[config.mk]
export PLATFORM = sky130hd
export DESIGN_NAME = alu_pipe
export DESIGN_NICKNAME = d
export VERILOG_FILES = /design/src/rtl/alu_pipe_pkg.sv /design/src/rtl/alu_core.sv /design/src/rtl/alu_pipe.sv
export SDC_FILE = /design/constraint.sdc
export NUM_CORES = 1
export LEC_CHECK = 0
export CAP_MARGIN = 25
export CORE_ASPECT_RATIO = 1.25
export CORE_UTILIZATION = 45
export DETAILED_ROUTE_END_ITERATION = 10
export PLACE_DENSITY = 0.69
export RECOVER_POWER = 100
export SLEW_MARGIN = 0
export SYNTH_ARGS = -nofsm -noshare
export SYNTH_HDL_FRONTEND = slang
export SYNTH_SLANG_ARGS = --single-unit
[constraint.sdc]
create_clock -name clk -period 14.04 [get_ports clk]
set_input_delay 3.51 -clock clk [delete_from_list [all_inputs] [get_ports clk]]
set_output_delay 3.51 -clock clk [all_outputs]
set_load 0.01 [all_outputs]
[src/rtl/alu_pipe_pkg.sv]
// alu_pipe_pkg: opcode encodings and the flag bundle shared by the ALU
// datapath (alu_core) and the elastic pipeline wrapper (alu_pipe).
package alu_pipe_pkg;

    // 3-bit opcode encoding
    localparam logic [2:0] OP_MOV  = 3'b000;
    localparam logic [2:0] OP_NOT  = 3'b001;
    localparam logic [2:0] OP_ADD  = 3'b010;
    localparam logic [2:0] OP_NOR  = 3'b011;
    localparam logic [2:0] OP_SUB  = 3'b100;
    localparam logic [2:0] OP_NAND = 3'b101;
    localparam logic [2:0] OP_SLT  = 3'b110;
    localparam logic [2:0] OP_AND  = 3'b111;

    // Flags travelling alongside each result through the pipe
    typedef struct packed {
        logic overflow;
        logic zero;
        logic carry;
    } alu_flags_t;

endpackage : alu_pipe_pkg

[src/rtl/alu_core.sv]
// alu_core: purely combinational WIDTH-bit ALU producing a result and the
// {overflow, zero, carry} flags. SUB and SLT share one adder fed with ~b and
// a carry-in of 1, so SUB's carry-out reads 1 when no borrow occurs.
module alu_core
    import alu_pipe_pkg::*;
#(
    parameter int WIDTH = 32
) (
    input  logic [WIDTH-1:0] a,
    input  logic [WIDTH-1:0] b,
    input  logic [2:0]       op,
    output logic [WIDTH-1:0] result,
    output alu_flags_t       flags
);

    localparam int MSB = WIDTH - 1;

    logic             sub_s;
    logic [WIDTH-1:0] b_op_s;
    logic [WIDTH:0]   sum_s;
    logic             add_ovf_s;
    logic             lt_s;

    // Shared adder: a + b for ADD, a + ~b + 1 for SUB/SLT
    always_comb begin
        sub_s = (op == OP_SUB) || (op == OP_SLT);
        if (sub_s) begin
            b_op_s = ~b;
        end else begin
            b_op_s = b;
        end
        sum_s = {1'b0, a} + {1'b0, b_op_s} + {{WIDTH{1'b0}}, sub_s};
        // Same-sign addends whose sum changes sign overflowed; with ~b this
        // reduces to the usual subtraction rule (signs differ, sign flips).
        add_ovf_s = (a[MSB] == b_op_s[MSB]) && (sum_s[MSB] != a[MSB]);
        // True signed order: differing signs decide directly, otherwise the
        // difference cannot overflow and its sign is the answer.
        if (a[MSB] != b[MSB]) begin
            lt_s = a[MSB];
        end else begin
            lt_s = sum_s[MSB];
        end
    end

    // Opcode decode into result and flags
    always_comb begin
        result         = a;
        flags.overflow = 1'b0;
        flags.carry    = 1'b0;
        case (op)
            OP_MOV:  result = a;
            OP_NOT:  result = ~a;
            OP_ADD: begin
                result         = sum_s[MSB:0];
                flags.carry    = sum_s[WIDTH];
                flags.overflow = add_ovf_s;
            end
            OP_NOR:  result = ~(a | b);
            OP_SUB: begin
                result         = sum_s[MSB:0];
                flags.carry    = sum_s[WIDTH];
                flags.overflow = add_ovf_s;
            end
            OP_NAND: result = ~(a & b);
            OP_SLT:  result = {{(WIDTH-1){1'b0}}, lt_s};
            OP_AND:  result = a & b;
            default: result = a;
        endcase
        flags.zero = (result == {WIDTH{1'b0}});
    end

endmodule : alu_core

[src/rtl/alu_pipe.sv]
// alu_pipe: elastic STAGES-deep pipeline around alu_core with a valid/ready
// handshake on both sides. Each stage holds valid, result and flags; a stage
// loads whenever it is empty or its contents move on, so back-pressure fills
// bubbles first and in_ready only drops with every stage full and stalled.
// Optional feature: define ALU_PIPE_STICKY_EN to add sticky_ovf/sticky_clr.
module alu_pipe
    import alu_pipe_pkg::*;
#(
    parameter int WIDTH  = 32,
    parameter int STAGES = 2
) (
    input  logic             clk,
    input  logic             rst_n,
`ifdef ALU_PIPE_STICKY_EN
    input  logic             sticky_clr,
    output logic             sticky_ovf,
`endif
    input  logic             in_valid,
    output logic             in_ready,
    input  logic [WIDTH-1:0] a,
    input  logic [WIDTH-1:0] b,
    input  logic [2:0]       op,
    output logic             out_valid,
    input  logic             out_ready,
    output logic [WIDTH-1:0] result,
    output logic             overflow,
    output logic             zero,
    output logic             carry
);

    localparam int LAST = STAGES - 1;

    logic [WIDTH-1:0] core_res_s;
    alu_flags_t       core_flg_s;

    logic [STAGES-1:0] vld_q;
    logic [STAGES-1:0] vld_d;
    logic [WIDTH-1:0]  res_q [STAGES];
    logic [WIDTH-1:0]  res_d [STAGES];
    alu_flags_t        flg_q [STAGES];
    alu_flags_t        flg_d [STAGES];

    logic [STAGES-1:0] stage_rdy_s;
    logic              rdy_chain_s;
    logic              out_fire_s;

    alu_core #(
        .WIDTH (WIDTH)
    ) u_core (
        .a      (a),
        .b      (b),
        .op     (op),
        .result (core_res_s),
        .flags  (core_flg_s)
    );

    // Ready chain from the output backwards: a stage can load when it is
    // empty or everything downstream of it is able to move.
    always_comb begin
        rdy_chain_s = out_ready;
        for (int i = LAST; i >= 0; i--) begin
            stage_rdy_s[i] = !vld_q[i] || rdy_chain_s;
            rdy_chain_s    = stage_rdy_s[i];
        end
    end

    // Next-state for every stage: load from upstream when ready, else hold
    always_comb begin
        vld_d = vld_q;
        for (int i = 0; i < STAGES; i++) begin
            res_d[i] = res_q[i];
            flg_d[i] = flg_q[i];
        end
        // stage 1 loads straight from the ALU
        if (stage_rdy_s[0]) begin
            vld_d[0] = in_valid;
            if (in_valid) begin
                res_d[0] = core_res_s;
                flg_d[0] = core_flg_s;
            end else begin
                res_d[0] = res_q[0];
                flg_d[0] = flg_q[0];
            end
        end else begin
            vld_d[0] = vld_q[0];
        end
        // later stages load from their predecessor; data only changes when
        // a valid item arrives so outputs hold while out_valid is low
        for (int i = 1; i < STAGES; i++) begin
            if (stage_rdy_s[i]) begin
                vld_d[i] = vld_q[i-1];
                if (vld_q[i-1]) begin
                    res_d[i] = res_q[i-1];
                    flg_d[i] = flg_q[i-1];
                end else begin
                    res_d[i] = res_q[i];
                    flg_d[i] = flg_q[i];
                end
            end else begin
                vld_d[i] = vld_q[i];
            end
        end
    end

    // Stage registers with synchronous active-low reset
    always_ff @(posedge clk) begin
        if (!rst_n) begin
            vld_q <= {STAGES{1'b0}};
            for (int i = 0; i < STAGES; i++) begin
                res_q[i] <= {WIDTH{1'b0}};
                flg_q[i] <= 3'b000;
            end
        end else begin
            vld_q <= vld_d;
            for (int i = 0; i < STAGES; i++) begin
                res_q[i] <= res_d[i];
                flg_q[i] <= flg_d[i];
            end
        end
    end

    assign in_ready   = stage_rdy_s[0];
    assign out_valid  = vld_q[LAST];
    assign result     = res_q[LAST];
    assign overflow   = flg_q[LAST].overflow;
    assign zero       = flg_q[LAST].zero;
    assign carry      = flg_q[LAST].carry;
    assign out_fire_s = vld_q[LAST] && out_ready;

`ifdef ALU_PIPE_STICKY_EN
    logic sticky_q;
    logic sticky_d;

    // Sticky overflow: an overflowing output transfer wins over a clear
    always_comb begin
        sticky_d = sticky_q;
        if (out_fire_s && flg_q[LAST].overflow) begin
            sticky_d = 1'b1;
        end else if (sticky_clr) begin
            sticky_d = 1'b0;
        end else begin
            sticky_d = sticky_q;
        end
    end

    // Sticky overflow register
    always_ff @(posedge clk) begin
        if (!rst_n) begin
            sticky_q <= 1'b0;
        end else begin
            sticky_q <= sticky_d;
        end
    end

    assign sticky_ovf = sticky_q;
`else
    logic unused_fire_s;
    assign unused_fire_s = out_fire_s;
`endif

endmodule : alu_pipe

# Word-level counts from Yosys, hierarchy flattened

Memories as Yosys holds them, arrays and structs flattened.
Index checks and enable logic that the tools add are counted.

Latch bits: 0
ROM bits: 0
Flip-flop bits (word level): 2
Memories kept: 2
Output and inout port bits: 37
RAM bits: 70

Memory list:

| memory | depth | bits a word | rd ports | clocked after memory_dff | wr ports | line           | RTL |
|---|---|---|---|---|---|---|---|
| res_q  | 2     | 32          | 2        | 0                        | 2        | alu_pipe.sv:38 | `logic [WIDTH-1:0] res_q [STAGES];` |
| flg_q  | 2     | 3           | 2        | 0                        | 2        | alu_pipe.sv:40 | `alu_flags_t flg_q [STAGES];` |

Div/mod/pow operators: 0
Magnitude comparators: 0
Bitwise logic cells: 10
Shift operators: 0
Reduce and logical (&&, ||, !) cells: 9
Muxes and demuxes: 19
$add $sub $neg: 2
Equality and inequality tests: 10
$mul: 0

Operators by type and width:

| operator             | number |
|---|---|
| $mux W32             | 7 |
| $pmux W32 S7         | 1 |
| $not A32 Y32         | 4 |
| $add A32 B32 Y33     | 1 |
| $add A33 B1 Y33      | 1 |
| $and A32 B32 Y32     | 1 |
| $logic_not A32 Y1    | 1 |
| $or A32 B32 Y32      | 1 |
| $mux W3              | 6 |
| $eq A3 B3 Y1 const B | 4 |
| $eq A3 B2 Y1 const B | 2 |
| $mux W1              | 5 |
| $or A1 B1 Y1         | 4 |
| $eq A3 B1 Y1 const B | 1 |
| $logic_not A3 Y1     | 1 |
| $logic_or A1 B1 Y1   | 3 |
| $logic_not A1 Y1     | 2 |
| $ne A1 B1 Y1         | 2 |
| $reduce_or A2 Y1     | 1 |
| $eq A1 B1 Y1         | 1 |
| $logic_and A1 B1 Y1  | 1 |

# Longest topological paths before layout

Depth after elaboration: 11
Gate-level depth with buffers: 19
Depth with buffers taken out: 15

# Cells and area by module

A second synthesis with hierarchy kept.

Cells, all modules: 994
Area, all modules: 7247.0 um^2

By module, submodules not included:

| module   | seq. area each (um^2) | times used | cells each | area an instance (um^2) |
|---|---|---|---|---|
| alu_core | 0.0                   | 1          | 641        | 4169.0 |
| alu_pipe | 1441.4                | 1          | 353        | 3078.0 |

# Least setup slack after synthesis

No wires, ideal clock.

Path type: input to output
From: input out_ready
To: output in_ready
Setup slack: 6618 ps
Cell stages on the path: 2
Data arrival time: 3912 ps
Data required time: 10530 ps
Path buffers: 0
Cell sequence: nor2b_1 -> nand2_1

Word-level cells in the longest chain between the ends: 2

Ends and longest elaborated chain:

| element                          | line           | RTL |
|---|---|---|
| from (decl)                      | alu_pipe.sv:24 | `input logic out_ready,` |
| $logic_or A1 B1 Y1 (2 in series) | alu_pipe.sv:62 | `stage_rdy_s[i] = !vld_q[i] \|\| rdy_chain_s;` |
| to (decl)                        | alu_pipe.sv:19 | `output logic in_ready,` |

Every way passes these cells.

==> run metrics <==
placed instance area=7804 sq um; reg2reg end=flg_q[0][1]; class of the most critical hold timing path=reg2reg; post-DR wirelength/cell=17.13 um; number of maximum-capacitance constraint violations=4; Critical Path Start=op[2]; Setup Buffers After CTS=0; fraction of power consumed by the clock network=34.0%; maximum cell stage delay along the critical path=1750 ps; vias in the first global route=6,356; register-to-register setup slack=11,020 ps; maximum fanout along the worst path=34; number of clock sinks seen by CTS=72; required time at the worst-slack endpoint=14,310 ps; predominant post-synthesis flop cell=sky130_fd_sc_hd__dfxtp_1; clk slew on worst S/H paths=50 ps; power per standard cell area=95.54 nW/um^2; cell row count=50; CP dominant cell by count=sky130_fd_sc_hd__nand2_1; power consumption=0.7738 mW; cell count after synthesis=985; count of flip-flops with a built-in enable after synthesis=0; hold path startpoint=res_q[0][49]; Max VDD drop=0.00005258 V; Global Route met3 Usage=2.423%; Layout Utilization=53.94%; worst hold path depth=2; Mapped Nets=1,094; Area Overhead vs Synth=17.18%; placeable core region=15,010 sq um; Inserted Diodes=0; DP Wirelength=15,180 um; drt total wl=20,690 um; Hold EP=res_q[0][49]; DRC Markers=0; 1st-pass router iterations=5; number of cells upsized or downsized after cts=0; netlist area before placement=6912 sq um; flops & latches, synth=72; level count of the clock H-tree=3; Port Buf Inserts=107; slew at the pin closest to its max-slew limit=2797 ps; number of cells in the finished layout apart from fillers=1,208; Remaining Overflow, GRT=0; share of the cycle needed by the critical path after routing=71.49%; Critical-path top delay cell=sky130_fd_sc_hd__clkbuf_1; crit path kind=in2reg; final hold violation count=0; violations in the final reports=max-capacitance violations, max-slew violations; Finish-stage setup viols=0; fraction of final layout cells sized beyond drive strength 1=4.288%; part of the power in combinational logic=37.2%; routing usage on met1=35.34%; total negative slack=0 ps; Reg power frac=28.7%; maximum clock path buffer count=2; starting density of the core=46.03%; Avg Inst Size Synth=7.017 sq um; layer with the highest usage=met2; number of design-rule violations left by the first detailed-router iteration=575; CTS root buf=sky130_fd_sc_hd__clkbuf_16; share of the yosys chip area belonging to registers=20.85%; share of synthesized registers carrying an async set or reset=0%; total via count after detailed routing=7,283; critical path capture point type=flop; last weighted congestion value of the routability-driven placer=0.9453; top achievable clock speed=99.63 MHz; cell area after layout=8099 sq um; min cycle time layout=10,040 ps; antenna violations before repair=0; aggregate global-route resource usage=25.79%; x dimension of the die=112.9 um; CTS tree=built; post-cts hold buffer count=0; reported leakage power=3.136 nW; run status=finished, violations left; cell count after placement=1,192; Critical R2R Launch=vld_q[1]; switch share=33.59%; type of origin of the critical path=input port; remaining antenna violation count=0; headroom to the max-slew limit=-88.45%; clock insertion delay at the later pin of the skew report=330 ps; first-pass GRT wire length=32,860 um; height of the chip=140.6 um; net switching power=0.2599 mW; crit-path cells=buf_2 -> clkbuf_1 -> nor2b_2 -> clkbuf_1 -> xor2_1 -> ha_1 -> nand2_1 -> nor4_1 -> a21oi_2 -> a21oi_1 -> a21oi_1 -> xnor2_1 -> a211o_1 -> a21boi_0 -> o2111a_1 -> nand2_1 -> nand2_1; I/O pin count=108; Synth cell types=78; GRT met2 Usage=41.36%; Die Area=15,860 sq um; Worst Path Arrival=10,310 ps; skew final=3.722 ps; vias per inst=6.029; RSZ-0062 raised after global routing=no; Yosys warnings=0; pin count of the biggest net entering global routing=73; Cell Int Power=0.5139 mW; Pins Over Slew Limit=166; cts bufs inserted=9; number of nets at the end of the flow=1,130; worst reg2reg path depth=12
[synth_stat cells (8+ instances only)]
library cell               instances  area, sq um
sky130_fd_sc_hd__a211oi_1         29        217.7
sky130_fd_sc_hd__a21o_1            8        60.06
sky130_fd_sc_hd__a21oi_1         102        510.5
sky130_fd_sc_hd__a31oi_1          13        81.33
sky130_fd_sc_hd__and3_1           10        62.56
sky130_fd_sc_hd__buf_2            19        95.09
sky130_fd_sc_hd__buf_4            33        247.7
sky130_fd_sc_hd__clkbuf_1         35        131.4
sky130_fd_sc_hd__dfxtp_1          72         1441
sky130_fd_sc_hd__ha_1             37        462.9
sky130_fd_sc_hd__inv_1            18        67.56
sky130_fd_sc_hd__nand2_1         140        525.5
sky130_fd_sc_hd__nand3_1          33        165.2
sky130_fd_sc_hd__nand4_1          13        81.33
sky130_fd_sc_hd__nor2_1          103        386.6
sky130_fd_sc_hd__nor3_1           20        100.1
sky130_fd_sc_hd__o211ai_1         14        105.1
sky130_fd_sc_hd__o21ai_0          67        335.3
sky130_fd_sc_hd__or3_1            11        68.82
sky130_fd_sc_hd__xnor2_1          22        192.7
sky130_fd_sc_hd__xor2_1           41        359.1
[worst max-delay path by stage]
stage          slack, ps  cells past startpoint     endpoint
2_1_floorplan       6620                      2     in_ready
3_3_place_gp        5610                      4     in_ready
3_5_place_dp        5600                      4     in_ready
4_1_cts             5590                      4     in_ready
5_1_grt             3610                     17  flg_q[0][1]
6_report            4000                     17  flg_q[0][1]
[area by class of cell]
type                            count  area, sq um
Fill cell                        1544         6915
Sequential cell                    72         1441
Multi-Input combinational cell    798         4865
Clock inverter                      5        102.6
Tap cell                          182        227.7
Clock buffer                       11        252.7
Timing Repair Buffer              120         1135
Inverter                           20        75.07
[cell usage in the layout (no fill, tap or decap), drive strengths merged, types with 5 or more instances in the layout]
cell and count:
and2 6, nor2 103, clkdlybuf4s50 65, a21o 8
or3 11, buf 11, dfxtp 72, dlygate4sd3 39
a21oi 106, nand4 14, o2111ai 6, o22ai 5
nand2 140, inv 18, o211ai 15, clkbuf 16
a31oi 13, a211oi 30, ha 37, o21ai 70
nor2b 5, xnor2 22, a22oi 5, nor4 6
o221ai 5, xor2 41, a211o 5, nand3 33
and3 10, o31ai 6, nor3 20, nand2b 6
[logic make-up (layout without fill, tap and decap cells)]
family	Yosys count	count (layout)	share of synthesized area, %
and+or+nand+nor	365	365	24.06
AOI/OAI and AO/OA	327	327	30.88
buffers and inverters	115	156	8.490
DFF	72	72	20.85
xor gates and xnor gates	63	63	7.983
adders and majority gates	38	38	6.988
muxes	5	5	0.7422
[per-stage QoR]
step | worst slack (ps) | hold slack (ps)
floorplan | 6618 | 428.7
global placement | 5611 | 439.7
detailed placement | 5596 | 445.3
CTS | 5589 | 453.0
global route | 3611 | 469.2
finish | 4003 | 448.0
[layer usage]
| layer | wire [um] | part of all wire (%) |
|---|---|---|
| met1 | 9370 | 45 |
| met2 | 9277 | 45 |
| met3 | 1353 | 6.5 |
| met4 | 686 | 3.3 |
| met5 | 0 | 0 |
[power groups by stage]
stage / Clock (mW) / Sequential (mW) / Combinational (mW)
after floorplan: 0 / 0.225 / 0.203
after global placement: 0 / 0.226 / 0.285
after detailed placement: 0 / 0.227 / 0.286
after CTS: 0.267 / 0.222 / 0.288
after global routing: 0.277 / 0.223 / 0.316
final: 0.263 / 0.222 / 0.288
[sequential cells by signal, indices dropped and copies added, names as in the netlist]
register  cells
flg_q         6
vld_q         2
res_q        64
[worst max-delay path: cells and delay by family]
kind,cells,cell delay (ps)
and+or+nand+nor,5,1290
buffers and inverters,3,2760
adders and majority gates,1,550
xor gates and xnor gates,2,450
AOI/OAI and AO/OA,6,1710
Note: power is estimated with default switching activity, not from simulation.
